## src/rtl/sched_pkg.sv

```systemverilog
// Shared scheduler types and default sizing for the select/issue stage and its age matrix.
package sched_pkg;

    localparam int RS_ENTRIES = 8;
    localparam int NUM_FUS    = 2;

    typedef logic [$clog2(RS_ENTRIES)-1:0] rs_idx_t;

    typedef struct packed {
        logic    valid;
        rs_idx_t entry;
    } bcast_t;

endpackage

```

## src/rtl/age_matrix.sv

```systemverilog
// Dispatch-order age matrix: older_q[i][j]=1 means entry i is older than entry j.
// Emits the requesting entries that no other requesting entry is older than.
module age_matrix
    import sched_pkg::*;
#(
    parameter int N     = RS_ENTRIES,
    parameter int IDX_W = $clog2(N)
) (
    input  logic             clk,
    input  logic             rst,
    input  logic             disp_valid,
    input  logic [IDX_W-1:0] disp_entry,
    input  logic [N-1:0]     reqs,
    output logic [N-1:0]     oldest
);

    logic [N-1:0][N-1:0] older_q;
    logic [N-1:0][N-1:0] older_d;
    logic [N-1:0]        blocked;

    // NOTE: every variable driven here gets a default first, so no path leaves it unassigned and no latch is inferred.
    always_comb begin
        older_d = older_q;
        if (disp_valid) begin
            for (int i = 0; i < N; i++) begin
                for (int j = 0; j < N; j++) begin
                    if (IDX_W'(i) == disp_entry) begin
                        older_d[i][j] = 1'b0;
                    end else if (IDX_W'(j) == disp_entry) begin
                        older_d[i][j] = 1'b1;
                    end
                end
            end
        end
    end

    // Selection reads the pre-update matrix, so a same-cycle dispatch never affects it.
    always_comb begin
        blocked = '0;
        for (int i = 0; i < N; i++) begin
            for (int j = 0; j < N; j++) begin
                blocked[i] = blocked[i] | (reqs[j] & older_q[j][i]);
            end
        end
        oldest = reqs & ~blocked;
    end

    // NOTE: the matrix is reset as a whole; with stale bits a never-dispatched entry could look younger than a live one.
    always_ff @(posedge clk) begin
        if (rst) begin
            older_q <= '0;
        end else begin
            older_q <= older_d;
        end
    end

endmodule

```

## src/rtl/select_issue.sv

```systemverilog
// Per-FU select/issue stage: oldest-first pick, issue register with valid/ready, and a
// FU_LATENCY-deep completion broadcast. Define SELECT_AGE_EN for age ordering; otherwise lowest index wins.
module select_issue
    import sched_pkg::*;
#(
    parameter int RS_ENTRIES = sched_pkg::RS_ENTRIES,
    parameter int NUM_FUS    = sched_pkg::NUM_FUS,
    parameter int FU_ID      = 0,
    parameter int FU_LATENCY = 1
) (
    input  logic                               clk,
    input  logic                               rst,
    input  logic [RS_ENTRIES-1:0]              reqs,
    input  logic                               disp_valid,
    input  logic [$clog2(RS_ENTRIES)-1:0]      disp_entry,
    output logic [$clog2(RS_ENTRIES)-1:0]      grant,
    output logic                               grant_valid,
    output logic                               issue_valid,
    output logic [$clog2(RS_ENTRIES)-1:0]      issue_entry,
    input  logic                               issue_ready,
    output logic [RS_ENTRIES*NUM_FUS-1:0]      ready_mask
);

    localparam int IDX_W  = $clog2(RS_ENTRIES);
    localparam int MASK_W = RS_ENTRIES * NUM_FUS;

    typedef struct packed {
        logic             valid;
        logic [IDX_W-1:0] entry;
    } stage_t;

    logic [RS_ENTRIES-1:0] cand;
    logic                  issue_valid_q, issue_valid_d;
    logic [IDX_W-1:0]      issue_entry_q, issue_entry_d;
    logic                  handshake;
    stage_t [FU_LATENCY-1:0] stage_q;
    stage_t [FU_LATENCY-1:0] stage_d;
    stage_t                last_stage;

`ifdef SELECT_AGE_EN
    age_matrix #(
        .N     (RS_ENTRIES),
        .IDX_W (IDX_W)
    ) u_age_matrix (
        .clk        (clk),
        .rst        (rst),
        .disp_valid (disp_valid),
        .disp_entry (disp_entry),
        .reqs       (reqs),
        .oldest     (cand)
    );
`else
    logic unused_disp;
    assign unused_disp = ^{disp_valid, disp_entry};
    assign cand        = reqs;
`endif

    // Descending scan so the lowest surviving index is the last one written.
    always_comb begin
        grant = '0;
        for (int i = RS_ENTRIES - 1; i >= 0; i--) begin
            if (cand[i]) begin
                grant = IDX_W'(i);
            end
        end
    end

    // A stalled, full issue register withholds the grant so wakeup never marks an entry it cannot hold.
    assign grant_valid = (|reqs) && (!issue_valid_q || issue_ready);
    assign handshake   = issue_valid_q && issue_ready;

    always_comb begin
        issue_valid_d = issue_valid_q;
        issue_entry_d = issue_entry_q;
        if (grant_valid) begin
            issue_valid_d = 1'b1;
            issue_entry_d = grant;
        end else if (issue_ready) begin
            issue_valid_d = 1'b0;
        end
    end

    always_comb begin
        stage_d          = stage_q;
        stage_d[0].valid = handshake;
        stage_d[0].entry = issue_entry_q;
        for (int k = 1; k < FU_LATENCY; k++) begin
            stage_d[k] = stage_q[k-1];
        end
    end

    // NOTE: registers use non-blocking assignments so every flop samples pre-edge values regardless of statement order.
    always_ff @(posedge clk) begin
        if (rst) begin
            issue_valid_q <= 1'b0;
            issue_entry_q <= '0;
            stage_q       <= '0;
        end else begin
            issue_valid_q <= issue_valid_d;
            issue_entry_q <= issue_entry_d;
            stage_q       <= stage_d;
        end
    end

    assign last_stage  = stage_q[FU_LATENCY-1];
    assign ready_mask  = last_stage.valid
                       ? (MASK_W'(1) << (FU_ID * RS_ENTRIES + int'(last_stage.entry)))
                       : '0;
    assign issue_valid = issue_valid_q;
    assign issue_entry = issue_entry_q;

endmodule

```

## config.mk

```make
export PLATFORM = sky130hd
export DESIGN_NAME = select_issue
export DESIGN_NICKNAME = d
export VERILOG_FILES = /design/src/rtl/sched_pkg.sv /design/src/rtl/age_matrix.sv /design/src/rtl/select_issue.sv
export SDC_FILE = /design/constraint.sdc
export NUM_CORES = 1
export LEC_CHECK = 0
export ABC_CLOCK_PERIOD_IN_PS = 2400
export BUFFER_PORTS_ARGS = -buffer_cell sky130_fd_sc_hd__buf_2
export CORE_AREA = 5 5 42 44
export DETAILED_ROUTE_END_ITERATION = 7
export DIE_AREA = 0 0 47 49
export GPL_ROUTABILITY_DRIVEN = 0
export PLACE_DENSITY = 0.75
export SETUP_SLACK_MARGIN = 0.3
export SYNTH_ARGS = -nofsm -noshare
export SYNTH_HDL_FRONTEND = slang
export SYNTH_SLANG_ARGS = --single-unit
```

## constraint.sdc

```tcl
create_clock -name clk -period 2.4 [get_ports clk]
set_clock_uncertainty 0.05 [all_clocks]
set_input_delay 0.24 -clock clk [delete_from_list [all_inputs] [get_ports clk]]
set_output_delay 0.24 -clock clk [all_outputs]
set_load 0.01 [all_outputs]
```

==> metrics <==
status=finished clean; Fmax=638 MHz; Hold Buf Count CTS=0; Die Area=~0.0023 mm^2; routed len/inst=9.96 um; syn_area_per_cell=7.81 um^2; hpwl dp=889 um; clock root cell=clkbuf_4; Synth async-reset ratio=0; number of routed nets with antenna violations=0; Num CTS Buffers=3; max cap viols=0; Cells after Synth=between 60 and 70; # resized after CTS=0; grt total ovfl=0; VDD IR max=0.210 mV; Vias=around 500; Final TNS setup=0 ps; # diodes=0; Layout area overhead=29.1%; Pleak=between 0.3 and 0.4 nW; DRT Wirelength=~1.0 mm; Die W=between 40 and 50 um; Clock Latency Late Sink=250 ps; CP arrival=1280 ps; largest net degree at the start of global routing=8; crit-path max FO=4; number of top-level pins=39; Final setup viols=0; # Post-CTS Setup Buffers=0; Core Region=0.00140 mm^2; TritonCTS clock tree=yes; Power Dens Cells=483 mW/mm^2; worst hold stages=2; DR vias/cell=4.74; Core Util, Final=0.439; post-synthesis register bit count=8; layout cell share with drive strength beyond 1=0.360; Critical Path RT=between 2000 and 2500 ps; Cell Area, Synth=477 um^2; clock buffer depth=2; Post-synth EDFFs=0; Port Buf Inserts=26; initial antenna violation count=0; RSZ-0062 raised after global routing=false; kind of end point of the critical path=output pin; final slew viol count=0; Seq/Total Area, Yosys=0.336; first-pass GRT wire length=about 1.5 mm; Overall Global Routing Usage=0.0918; row count=14; type of origin of the critical path=input pin; type of the tightest min-delay check=in -> reg; fin crit period=1570 ps; Initial DRT Pass Iterations=4; Yosys warning total=0; Initial DRC Count=7; Sink Count=8; crit path kind=in -> out; DRC errors left=0; Nets=around 110; number of global-route vias before repair=411; fin crit share=0.653; ys flop type=dfxtp_1; die height=49 um; clock-pin slew on the worst setup and hold paths=50 ps; final hold violations=0; Synth cell types=22; H-tree depth=1; cells on worst reg2reg path=3; Initial Util=0.340
[synth_stat cells, drive strengths merged, types with 2 or more instances]
cell	count	share of area
inv	3	0.024
nor3	5	0.052
nand2	4	0.031
nor2b	4	0.052
dfxtp	8	0.34
nor2	8	0.063
or4	2	0.047
buf	8	0.13
nand2b	4	0.052
nor4	2	0.026
a21oi	2	0.021
[registers in the layout (all words and copies together), names as in the netlist]
register and flops:
issue_entry 3, issue_valid 1, last_stage 4
[cell type report]
class,instances,area [um^2]
Inverter,3,11.3
Fill cell,150,786
Timing Repair Buffer,26,130
Clock buffer,3,22.5
Multi-Input combinational cell,49,272
Sequential cell,8,160
Tap cell,16,20.0
[per-layer routing]
layer / part of all wire / routed length (um) / vias up / GRT usage
li1: - / - / 256 / -
met1: 0.39 / 409 / 213 / 0.0820
met2: 0.47 / 492 / 29 / 0.152
met3: 0.14 / 144 / 0 / 0.0517
met4: 0 / 0 / 0 / 0.0553
met5: 0 / 0 / - / 0
[critical path: stages]
cell and delay, ps:
buf_2 120, or4_4 540, o21ai_2 190, inv_1 50, buf_2 130
[through the flow]
stage	instances	hold WS, ps	total power [mW]	cell area, um^2	worst slack (ps)
after floorplan	68	259	0.184	503	1090
after global placement	102	421	0.199	593	833
after detailed placement	102	424	0.200	593	828
after CTS	105	181	0.303	616	828
after global routing	105	171	0.317	616	789
final	105	187	0.297	616	833
[layout by cell type (no fill, tap or decap), drive strengths merged, types with 2 or more instances in the layout]
master / instances
buf: 26
nor2: 8
conb: 8
dfxtp: 8
nor3: 5
nor2b: 4
nand2b: 4
nand2: 4
inv: 3
clkbuf: 3
a21oi: 2
or4: 2
nor4: 2
[kinds of logic (layout without fill, tap and decap cells)]
group	Yosys count	after routing	synth area share
AND/OR/NAND/NOR	31	31	0.352
buffers and inverters	11	32	0.150
AO/OA/AOI/OAI	10	10	0.155
flip-flops	8	8	0.336
other	1	8	0.00787
[final timing paths]
| path | slack, ps | startpoint | end |
|---|---|---|---|
| hold / removal | 190 | issue_ready | last_stage[3] |
| setup reg to reg | 1420 | issue_valid | issue_entry[1] |
| setup / recovery | 830 | reqs[4] | grant_valid |
| hold reg to reg | 430 | issue_entry[1] | last_stage[1] |
[power breakdown]
group | switching [mW] | leakage, nW | total, mW | internal [mW]
logic | 0.0328 | 0.233 | 0.0552 | 0.0224
registers | 0.00326 | 0.0657 | 0.142 | 0.139
clock network | 0.0429 | 0.0138 | 0.100 | 0.0570
total | 0.0790 | 0.313 | 0.297 | 0.218
(Power assumes the default switching activity.)
